[config.mk]
export PLATFORM = sky130hd
export DESIGN_NAME = updown_counter
export DESIGN_NICKNAME = d
export VERILOG_FILES = /design/src/rtl/counter_pkg.sv /design/src/rtl/btn_debouncer.sv /design/src/rtl/updown_counter.sv
export SDC_FILE = /design/constraint.sdc
export NUM_CORES = 1
export LEC_CHECK = 0
export BUFFER_PORTS_ARGS = -buffer_cell sky130_fd_sc_hd__buf_4
export CAP_MARGIN = 10
export CORE_AREA = 2 2 71 73
export DETAILED_ROUTE_END_ITERATION = 10
export DIE_AREA = 0 0 73 75
export GPL_ROUTABILITY_DRIVEN = 0
export HOLD_SLACK_MARGIN = 0.08
export PLACE_DENSITY = 0.78
export SLEW_MARGIN = 20
export SYNTH_ARGS = -nofsm -noshare
export SYNTH_HDL_FRONTEND = slang
export SYNTH_HIERARCHICAL = 1
export SYNTH_SLANG_ARGS = --single-unit
[constraint.sdc]
create_clock -name i_clk -period 2.35 [get_ports i_clk]
set_input_delay 0.47 -clock i_clk [delete_from_list [all_inputs] [get_ports i_clk]]
set_output_delay 0.47 -clock i_clk [all_outputs]
set_load 0.02 [all_outputs]
[src/rtl/counter_pkg.sv]
// Shared definitions for the debounced up/down counter: data width, default bound
// and the button debounce state encoding.
package counter_pkg;

    localparam int DATA_W        = 5;
    localparam int MAX_VALUE_DEF = 31;

    typedef enum logic [1:0] {
        RELEASED     = 2'd0,
        PRESS_WAIT   = 2'd1,
        PRESSED      = 2'd2,
        RELEASE_WAIT = 2'd3
    } btn_state_t;

endpackage

[src/rtl/btn_debouncer.sv]
// Synchronizes and debounces one active-low button, then emits a one-cycle press pulse.
// Latency: the pulse appears DEBOUNCE_CYCLES+2 edges after the first low sample. Releases are silent.
module btn_debouncer
    import counter_pkg::*;
#(
    parameter int DEBOUNCE_CYCLES = 50000
) (
    input  logic i_clk,
    input  logic i_reset,
    input  logic i_btn_n,
    output logic o_press
);

    localparam int CNT_W = (DEBOUNCE_CYCLES > 2) ? $clog2(DEBOUNCE_CYCLES) : 1;
    // The sample that leaves a stable state counts as the first one, so the
    // counter only needs to reach DEBOUNCE_CYCLES-2 inside the wait states.
    localparam logic [CNT_W-1:0] CNT_LAST = CNT_W'(DEBOUNCE_CYCLES - 2);

    logic             sync1_q, sync2_q;
    btn_state_t       state_q, state_d;
    logic [CNT_W-1:0] cnt_q, cnt_d;
    logic             lvl_q, lvl_d;
    logic             press_q, press_d;

    always_ff @(posedge i_clk or negedge i_reset) begin
        if (!i_reset) begin
            sync1_q <= 1'b1;
            sync2_q <= 1'b1;
            state_q <= RELEASED;
            cnt_q   <= '0;
            lvl_q   <= 1'b0;
            press_q <= 1'b0;
        end else begin
            sync1_q <= i_btn_n;
            sync2_q <= sync1_q;
            state_q <= state_d;
            cnt_q   <= cnt_d;
            lvl_q   <= lvl_d;
            press_q <= press_d;
        end
    end

    always_comb begin
        state_d = state_q;
        cnt_d   = '0;
        case (state_q)
            RELEASED: begin
                if (!sync2_q) state_d = PRESS_WAIT;
            end
            PRESS_WAIT: begin
                if (sync2_q) begin
                    state_d = RELEASED;
                end else if (cnt_q == CNT_LAST) begin
                    state_d = PRESSED;
                end else begin
                    cnt_d = cnt_q + CNT_W'(1);
                end
            end
            PRESSED: begin
                if (sync2_q) state_d = RELEASE_WAIT;
            end
            RELEASE_WAIT: begin
                if (!sync2_q) begin
                    state_d = PRESSED;
                end else if (cnt_q == CNT_LAST) begin
                    state_d = RELEASED;
                end else begin
                    cnt_d = cnt_q + CNT_W'(1);
                end
            end
            default: state_d = RELEASED;
        endcase
    end

    // Pulse on the rising edge of the "held" level; bouncing back from
    // RELEASE_WAIT to PRESSED keeps the level high and so cannot re-trigger.
    always_comb begin
        lvl_d   = (state_q == PRESSED) || (state_q == RELEASE_WAIT);
        press_d = lvl_d && !lvl_q;
    end

    assign o_press = press_q;

endmodule

[src/rtl/updown_counter.sv]
// Debounced up/down counter driving the HEX decoder; clear has priority over presses.
// Build option COUNTER_WRAP_EN: wrap at the bounds instead of saturating.
module updown_counter
    import counter_pkg::*;
#(
    parameter int DEBOUNCE_CYCLES = 50000,
    parameter int MAX_VALUE       = MAX_VALUE_DEF
) (
    input  logic              i_clk,
    input  logic              i_reset,
    input  logic              i_btn_up_n,
    input  logic              i_btn_down_n,
    input  logic              i_clear,
    output logic [DATA_W-1:0] o_data,
    output logic              o_changed
);

    localparam logic [DATA_W:0]   MAX_EXT = (DATA_W + 1)'(MAX_VALUE);
    localparam logic [DATA_W-1:0] MAX_VAL = DATA_W'(MAX_VALUE);

    logic              up_pulse, dn_pulse;
    logic [DATA_W-1:0] data_q, data_d;
    logic              changed_q, changed_d;
    logic [DATA_W:0]   data_ext, inc_ext, dec_ext;

    btn_debouncer #(.DEBOUNCE_CYCLES(DEBOUNCE_CYCLES)) u_deb_up (
        .i_clk   (i_clk),
        .i_reset (i_reset),
        .i_btn_n (i_btn_up_n),
        .o_press (up_pulse)
    );

    btn_debouncer #(.DEBOUNCE_CYCLES(DEBOUNCE_CYCLES)) u_deb_dn (
        .i_clk   (i_clk),
        .i_reset (i_reset),
        .i_btn_n (i_btn_down_n),
        .o_press (dn_pulse)
    );

    // One extra bit of headroom: an increment past MAX_VALUE or a decrement
    // below zero both land above MAX_EXT and are caught before truncation.
    always_comb begin
        data_ext = {1'b0, data_q};
        inc_ext  = data_ext + (DATA_W + 1)'(1);
        dec_ext  = data_ext - (DATA_W + 1)'(1);
        data_d   = data_q;
        if (i_clear) begin
            data_d = '0;
        end else if (up_pulse && dn_pulse) begin
            data_d = data_q;
        end else if (up_pulse) begin
`ifdef COUNTER_WRAP_EN
            data_d = (inc_ext > MAX_EXT) ? '0 : inc_ext[DATA_W-1:0];
`else
            data_d = (inc_ext > MAX_EXT) ? data_q : inc_ext[DATA_W-1:0];
`endif
        end else if (dn_pulse) begin
`ifdef COUNTER_WRAP_EN
            data_d = (dec_ext > MAX_EXT) ? MAX_VAL : dec_ext[DATA_W-1:0];
`else
            data_d = (dec_ext > MAX_EXT) ? data_q : dec_ext[DATA_W-1:0];
`endif
        end
        changed_d = (data_d != data_q);
    end

    always_ff @(posedge i_clk or negedge i_reset) begin
        if (!i_reset) begin
            data_q    <= '0;
            changed_q <= 1'b0;
        end else begin
            data_q    <= data_d;
            changed_q <= changed_d;
        end
    end

    assign o_data    = data_q;
    assign o_changed = changed_q;

endmodule

[Word level (Yosys, flattened, before mapping)]
Index checks and enable logic that the tools add are counted.
Storage, ports and cells
  bits in read-only memories: 0
  output and inout port bits: 6
  bits in writable memories: 0
  bits in latches: 0
  memories: 0
  input bits: 5
  flip-flop bits (word level): 50
  logic and storage cells: 76
Cells by class
  $add $sub $neg: 4
  eq/ne operators: 17
  div/mod/pow operators: 0
  muxes and demuxes: 28
  multiply operators: 0
  bitwise logic cells: 0
  $lt $le $gt $ge: 2
  shifts and indexed selects: 0
  reductions and logical operators: 11
Operators with widths (number)
  16-bit two-way mux: 6
  16-bit one-hot mux with 2 select lines: 2
  16-bit by 1-bit adder with 16-bit output (second input constant): 2
  16-bit equality test (second input constant): 2
  5-bit two-way mux: 6
  2-bit two-way mux: 12
  2-bit one-hot mux with 4 select lines: 2
  6-bit by 5-bit greater-than comparator with 1-bit output (second input constant): 2
  2-bit equality test (second input constant): 4
  4-bit AND reduction: 2
  5-bit by 1-bit adder with 6-bit output (second input constant): 1
  3-bit by 1-bit inequality test with 1-bit output (second input constant): 2
  3-bit inequality test (second input constant): 2
  5-bit by 1-bit subtractor with 6-bit output (second input constant): 1
  5-bit inequality test: 1
  2-bit by 1-bit equality test with 1-bit output (second input constant): 2
  2-bit logical NOT: 2
  2-bit by 1-bit inequality test with 1-bit output (second input constant): 2
  2-bit inequality test (second input constant): 2
  1-bit logical AND: 3
  1-bit logical NOT: 2
  1-bit logical OR: 2

[Logic depth before layout (Yosys ltp)]
Gate-level depths: netlist of the first run.
  depth after elaboration: 8
  depth in mapped cells: 7

[Hierarchy]
Netlist of the first run, hierarchy kept.
Modules (own cells, without submodules)
  btn_debouncer: cells an instance 95, instances 2, area an instance 1041.0 sq um
  updown_counter: cells an instance 84, instances 1, area an instance 616.8 sq um

[Worst setup path before layout of the first run]
Ideal clock, no wire load.
  path type: reg-to-reg
  start: reg u_deb_dn.cnt_q[0]
  end: reg u_deb_dn.cnt_q[10]
  path slack: 536 ps
  data arrival time: 1696 ps
  data required time: 2231 ps
  cell stages (with the launch flop): 8
  cell sequence: dfrtp_1 > inv_1 > ha_1 > or4b_1 > nor4_2 > nand3b_4 > buf_8 > nor2_1
On the way
  word-level cells in the longest chain between the ends: 4
  elaborated cells between the ends (all ways): 6
  classes of those cells: add/sub (1); eq/ne (1); mux (4)
Ends and longest elaborated chain
  from (decl): line btn_debouncer.sv:21  | logic [CNT_W-1:0] cnt_q, cnt_d;
  from (signal assigned): line btn_debouncer.sv:37  | cnt_q <= cnt_d;
  16-bit by 1-bit adder with 16-bit output / 16-bit equality test (equally long branches)
  16-bit two-way mux *: line btn_debouncer.sv:53, btn_debouncer.sv:65
  16-bit two-way mux, on equally long branches: line btn_debouncer.sv:63, btn_debouncer.sv:51
  16-bit one-hot mux with 2 select lines *: line btn_debouncer.sv:46  | case (state_q)
  net u_deb_dn.cnt_d[10]: line btn_debouncer.sv:21
Mark *: on every way through the listed nets, which the timed path passes. The rest lies on a longest branch.
A chain may end at the register's enable or synchronous reset.

[Final worst setup path of the first run]
  start: reg u_deb_up.cnt_q[0]
  end: reg u_deb_up.cnt_q[5]
On the way
  word-level cells in the longest chain between the ends: 4
  elaborated cells between the ends (all ways): 6
  classes of those cells: add/sub (1); eq/ne (1); mux (4)
Ends and longest elaborated chain (line)
  from (decl): btn_debouncer.sv:21
  from (signal assigned): btn_debouncer.sv:37
  16-bit by 1-bit adder with 16-bit output / 16-bit equality test (equally long branches)
  16-bit two-way mux *: btn_debouncer.sv:53, btn_debouncer.sv:65
  16-bit two-way mux, on equally long branches: btn_debouncer.sv:63, btn_debouncer.sv:51
  16-bit one-hot mux with 2 select lines *: btn_debouncer.sv:46
  net u_deb_up.cnt_d[5]: btn_debouncer.sv:21
Marks and branches as above.

==> results of run 1 <==
## layout make-up
type / instances / share of cell area
clock buffer: 6 / 0.0283
clock inverter: 2 / 0.0206
inverter: 13 / 0.0167
multi-input combinational: 200 / 0.452
sequential: 50 / 0.431
tap: 54 / 0.0232
timing repair buffer: 11 / 0.0283
## cell usage in the layout, fill, tap and decap left out, types with 8 or more instances in the layout
cell type  count
buf_4         11
nor4_1         8
xnor2_1       20
nand3_1        9
nand4_1        9
dfrtp_1       46
a21oi_1       11
nand2_1       17
nor2_1        45
inv_1         11
xor2_1         8
nor3_1        10
## cells in the mapped netlist, types with 3 or more instances
library cell,instances,area share
dfrtp_1,46,0.43
nor2_1,45,0.063
xnor2_1,20,0.065
nand2_1,17,0.024
a21oi_1,11,0.020
inv_1,11,0.015
nor3_1,10,0.019
nand3_1,9,0.017
nand4_1,9,0.021
nor4_1,8,0.019
xor2_1,8,0.026
ha_1,6,0.028
a31oi_1,4,0.0093
buf_2,4,0.0074
dfstp_2,4,0.039
or2_2,4,0.0093
or4b_1,4,0.015
o21ai_0,3,0.0056
o31ai_1,3,0.0083
or4_1,3,0.0083
## worst paths after layout
check                                             from                     endpoint  slack, ps
setup / recovery           u_deb_up/cnt_q[0]$_DFF_PN0_  u_deb_up/cnt_q[5]$_DFF_PN0_        390
hold reg to reg             u_deb_up/sync1_q$_DFF_PN1_   u_deb_up/sync2_q$_DFF_PN1_        360
min in group i_clk                        i_btn_down_n   u_deb_dn/sync1_q$_DFF_PN1_        280
setup reg to reg           u_deb_up/cnt_q[0]$_DFF_PN0_  u_deb_up/cnt_q[5]$_DFF_PN0_        390
hold / removal                                 i_reset          o_data[3]$_DFF_PN0_        170
max in group asynchronous                      i_reset  u_deb_up/cnt_q[2]$_DFF_PN0_       1740
## power by group
part / internal, W / switching, W / leakage (nW)
Combinational: 0.0000161 / 0.0000358 / 0.426
Sequential: 0.000872 / 0.00000829 / 0.677
Clock: 0.000454 / 0.000266 / 0.0714
## state kept, by name, indices dropped and copies added, names as in the netlist, named ones only
signal and flops:
u_deb_up/state_q 1, o_changed 1, u_deb_up/sync1_q 1, u_deb_dn/o_press 1, u_deb_dn/state_q 1, u_deb_up/sync2_q 1, u_deb_dn/cnt_q 16, u_deb_dn/sync1_q 1
u_deb_up/cnt_q 16, u_deb_dn/lvl_q 1, o_data 5, u_deb_up/lvl_q 1, u_deb_dn/sync2_q 1, u_deb_up/o_press 1
## through the flow
step | utilization | power (W) | cell area [µm²]
3_5_place_dp | 0.595 | 0.000951 | 2780
4_1_cts | 0.626 | 0.00168 | 2920
5_1_grt | 0.626 | 0.00172 | 2920
3_3_place_gp | 0.595 | 0.000950 | 2780
6_report | 0.626 | 0.00165 | 2920
2_1_floorplan | - | 0.000926 | 2700
## metal layers
layer | vias up | GRT usage | wire, µm
met2 | 45 | 0.303 | 2110
met1 | 952 | 0.268 | 2240
met3 | 6 | 0.0402 | 182
met5 | - | 0 | 0
li1 | 987 | - | -
met4 | 0 | 0.0741 | 70
## critical path, stage by stage, from the launching register on
cell and delay [ps]:
dfrtp_1 440, inv_1 80, ha_1 130, or4b_1 450, nor4_2 350, nand3b_4 310, nor2_1 80
## cells by family (layout without fill, tap and decap cells)
group / Yosys count / in the layout / synth area share
xor+xnor: 28 / 28 / 0.0909
simple gates: 130 / 130 / 0.278
compound gates: 34 / 34 / 0.0848
buf+inv: 24 / 32 / 0.0454
flops: 50 / 50 / 0.465
mux: 2 / 2 / 0.00742
fa+ha+maj: 6 / 6 / 0.0278
==> flow_summary.ini, run 1 <==
[global_routing]
grt.overflow.total = 0
grt_antenna_before_repair = 0
grt_max_degree = 51
global_route.usage.total = 0.194
grt_pass1_vias = 1867
grt_first_pass_wirelength_mm = 8.29

[floorplanning]
die_area_um2 = 5480
initial_utilization = 0.579
io_pins = 11
core_area_um2 = 4660
die_y_um = 75
core.rowCount = 25
die-width_um = 73

[logic_synthesis]
synth_enable_flop_cells = 0
synthArstFlopShare = 1.00
synth.yosys.seq_area_share = 0.465
synth_area_um2 = 2700
syn_nets = 285
postSynthAreaPerCell_um2 = 9.85
ys.flop_type = dfrtp_1
synthesized_instance_count = 274
synth-seq-cells = 50
synthesis.yosys.warnings = 6
netlist-cell-type-count = 53

[clocking]
ctsHtreeMaxLevel = 2
cts_inserted_buffers = 5
root_buffer = clkbuf_8
post_cts.resized_instances = 0
cts.reportedPaths.clkPinSlew_ps = 90
clock_sink_count = 50
cts_tree = yes
hold_buffers = 0
clkLatencyLatePin_ps = 290
clock_tree.buffer_depth = 2
cts.repair_timing.setup_buffer_count = 0

[timing]
post-route-worst-setup-slack_ps = 394
fmax_mhz = 511
slew_violations = 0
totalNegativeSetupSlack_ps = 0
slew-limit-headroom = 0.586
timing.clock.skew_ps = 8.19
worst-slew-pin-transition_ps = 620
layout_worst_path_cycle_share = 0.832
finalCriticalPeriod_ps = 1960
timing.hold.ws_ps = 165
rsz_0062_raised_after_global_routing = false
setup_viol = 0
hold_vio_cnt_final = 0

[pwr]
ir_worst_vdd_mv = 0.424
leakage_nw = 1.17
power_per_cell_area_nw_per_um2 = 566

[cells_and_area]
antenna_cells = 0
combined_area_of_the_multi_input_logic_cells_um2 = 1320
post_route_cells_drive_above_1_share = 0.142
n_fill_cell = 373
final-seq-area_um2 = 1260
layout.cells.non_filler = 336
design.final.nets = 292
synthesis_to_finish_area_growth_pct = 8.11

[outcome]
status = finished, final reports clean

[setup_path]
endpoint_kind = register
crit_fanout = 16
cp.arrival_ps = 2130
crit_path_start_kind = register
crit_type = reg -> reg
ff2ff_path_depth = 6
crit_required_ps = 2530

[detailed_routing]
antenna_violating_nets_post_route = 0
detail_route.wl_per_cell_um = 13.7
vias_per_cell = 5.92
detailedRoute.firstPassIterationCount = 4
detailroute.via_count = 1990
totalWireLength_mm = 4.60
drt-initial-drc-count = 87
post_route_drc = 0

[worst_hold_path]
timing.hold.worst.class = in -> async

[placed_design]
numPlacedInstances = 328
place_ws_ps = 374
dp_hpwl_mm = 3.25
number_of_port_buffers = 10

[run]
cap_violations = 0
Note: power is estimated with default switching activity, not from simulation.
==> run 2, diff against run 1 <==
- CORE_AREA: 2 2 71 73 -> 2 2 74 76
- DIE_AREA: 0 0 73 75 -> 0 0 76 78
- PLACE_DENSITY: 0.78 -> 0.76
- clock period: 2.35 -> 1.6 ns (I/O delays scaled with it)
==> run 2 against run 1 <==
Against the previous run:
- the run now ends with negative setup slack left
- global-route usage is 1.6 points higher
- maximum frequency is 11% higher
- utilization is 5.4 points higher
- sequential share of layout area is 6.2 points lower
- sequential cell count stayed put
- clock power hardly changed
- critical path depth is 2 lower
- design area is 17% higher
- first-iteration DRC count is 59% higher
- non-clock buffer count is 50 higher
- critical endpoint unchanged
- largest cell class unchanged
- largest power group unchanged
==> flow_summary.ini, run 2 (synthesis gave the netlist of run 1 again) <==
[outcome]
status = finished with violations
failing_checks = negative setup slack

[global_routing]
grt_max_degree = 51
global_route.usage.total = 0.210
grt.overflow.total = 0
grt_first_pass_wirelength_mm = 10.1
grt_pass1_vias = 2295
grt_antenna_before_repair = 0

[pwr]
power_frac_clock = 0.339
cellInternalPower_w = 0.00163
p_switching_w = 0.000489
leakage_nw = 1.46
combPwrFrac = 0.051
seq_power_share = 0.610
ir_worst_vdd_mv = 0.510
swShare = 0.231
power_per_cell_area_nw_per_um2 = 618

[clocking]
clkLatencyLatePin_ps = 300
ctsHtreeMaxLevel = 2
cts.reportedPaths.clkPinSlew_ps = 90
cts_inserted_buffers = 5
root_buffer = clkbuf_8
clock_tree.buffer_depth = 2
cts_tree = yes
clock_sink_count = 50

[timing]
worst-slew-pin-transition_ps = 611
hold_vio_cnt_final = 0
post-route-worst-setup-slack_ps = -159
slew_violations = 0
rsz_0062_raised_after_global_routing = true
setup_viol = 36
layout_worst_path_cycle_share = 1.10
fmax_mhz = 568
finalCriticalPeriod_ps = 1760
timing.clock.skew_ps = 11.5
slew-limit-headroom = 0.592

[setup_path]
reg2reg_setup_slack_ps = -160
crit_fanout = 8
crit_type = reg -> reg
crit_required_ps = 1790
crit_path_start_kind = register
critPathLaunch = u_deb_up/cnt_q[4]$_DFF_PN0_
endpoint_kind = register
cp.arrival_ps = 1950
worst_r2r_startpoint = u_deb_up/cnt_q[4]$_DFF_PN0_
worst_r2r_endpoint = u_deb_up/cnt_q[5]$_DFF_PN0_
ff2ff_path_depth = 4
endpoint = u_deb_up/cnt_q[5]$_DFF_PN0_

[detailed_routing]
antenna_violating_nets_post_route = 0
vias_per_cell = 5.60
detailedRoute.firstPassIterationCount = 4
drt-initial-drc-count = 138
detail_route.wl_per_cell_um = 14.5
detailroute.via_count = 2263
post_route_drc = 0
totalWireLength_mm = 5.84

[cells_and_area]
post_route_cells_drive_above_1_share = 0.374
layout.cells.non_filler = 404
design.final.nets = 344
most-common-layout-cells = buf_4, dfrtp_1, nor2_1
final_core_util = 0.680
final-seq-area_um2 = 1260
n_fill_cell = 392
layout.cells.most_common = buf_4
synthesis_to_finish_area_growth_pct = 27.0
combined_area_of_the_multi_input_logic_cells_um2 = 1480
antenna_cells = 0

[placed_design]
number_of_port_buffers = 10
dp_hpwl_mm = 3.89
numPlacedInstances = 391

[floorplanning]
io_pins = 11
die_y_um = 78
die-width_um = 76
die_area_um2 = 5930
core.rowCount = 26
core_area_um2 = 5040
initial_utilization = 0.535

[worst_hold_path]
timing.hold.worst.class = in -> reg

[run]
cap_violations = 0
run 2: cell count changes in the layout (fill, tap and decap cells not counted), moves of 4 or more:
cell     before  now
a21oi_2       0    4
nor2_1       45   34
or4b_1        4    0
buf_4        11   60
or4b_4        0    4
dfrtp_2       0    6
nor2_2        0   11
a21oi_1      11    7
dfrtp_1      46   40
run 2: per-layer routing:
metal	GRT usage	vias up	wire, µm
li1	-	1089	-
met1	0.274	1104	2590
met2	0.359	63	2930
met3	0.0326	7	245
met4	0.0745	0	75
met5	0	-	0
run 2: through the flow:
step | TNS, ps | area, µm² | power, W | setup WS, ps | hold slack, ps
2_1_floorplan | -3790 | 2710 | 0.00136 | -157 | 24.4
3_3_place_gp | -4760 | 3150 | 0.00140 | -182 | 346
3_5_place_dp | -8500 | 3150 | 0.00140 | -319 | 347
4_1_cts | -4390 | 3360 | 0.00213 | -159 | 107
5_1_grt | -7630 | 3430 | 0.00221 | -235 | 98.2
6_report | -4880 | 3430 | 0.00212 | -159 | 116
run 2: repair_timing:
| action | CTS | global route |
|---|---|---|
| hold endpoints to repair | 46 | 0 |
| endpoints found under the setup margin | 38 | 39 |
| gates cloned | 2 | 0 |
| hold buffers | 1 | 0 |
| pin swaps | 28 | 6 |
| resized for setup | 20 | 17 |
| buffers inserted | 0 | 2 |
run 2: worst min-delay path by stage:
stage / cells past startpoint / from / endpoint / slack (ps)
global placement: 0 / u_deb_dn/sync1_q$_DFF_PN1_ / u_deb_dn/sync2_q$_DFF_PN1_ / 350
CTS: 1 / i_btn_up_n / u_deb_up/sync1_q$_DFF_PN1_ / 110
floorplan: 0 / i_reset / o_changed$_DFF_PN0_ / 20
detailed placement: 0 / u_deb_dn/sync1_q$_DFF_PN1_ / u_deb_dn/sync2_q$_DFF_PN1_ / 350
finish: 1 / i_btn_down_n / u_deb_dn/sync1_q$_DFF_PN1_ / 120
global route: 1 / i_btn_down_n / u_deb_dn/sync1_q$_DFF_PN1_ / 100
run 2: power groups by stage:
stage                     combinational [W]  clock (W)  sequential [W]
after detailed placement          0.0000908          0         0.00131
after global routing               0.000121   0.000795         0.00129
after global placement            0.0000885          0         0.00131
after CTS                          0.000104   0.000739         0.00129
after floorplan                   0.0000431          0         0.00132
final                              0.000107   0.000719         0.00129
run 2: final cells by class:
type                       instances  area share
clock inverter                     2     0.00401
sequential                        50       0.369
tap                               70      0.0255
clock buffer                       6      0.0212
multi-input combinational        202       0.432
timing repair buffer              61       0.134
inverter                          13      0.0142
run 2: critical path, stage by stage (launching register included):
cell and delay, ps:
dfrtp_1 390, or4b_4 560, nor4_4 370, nand3b_4 270, nor2_1 60
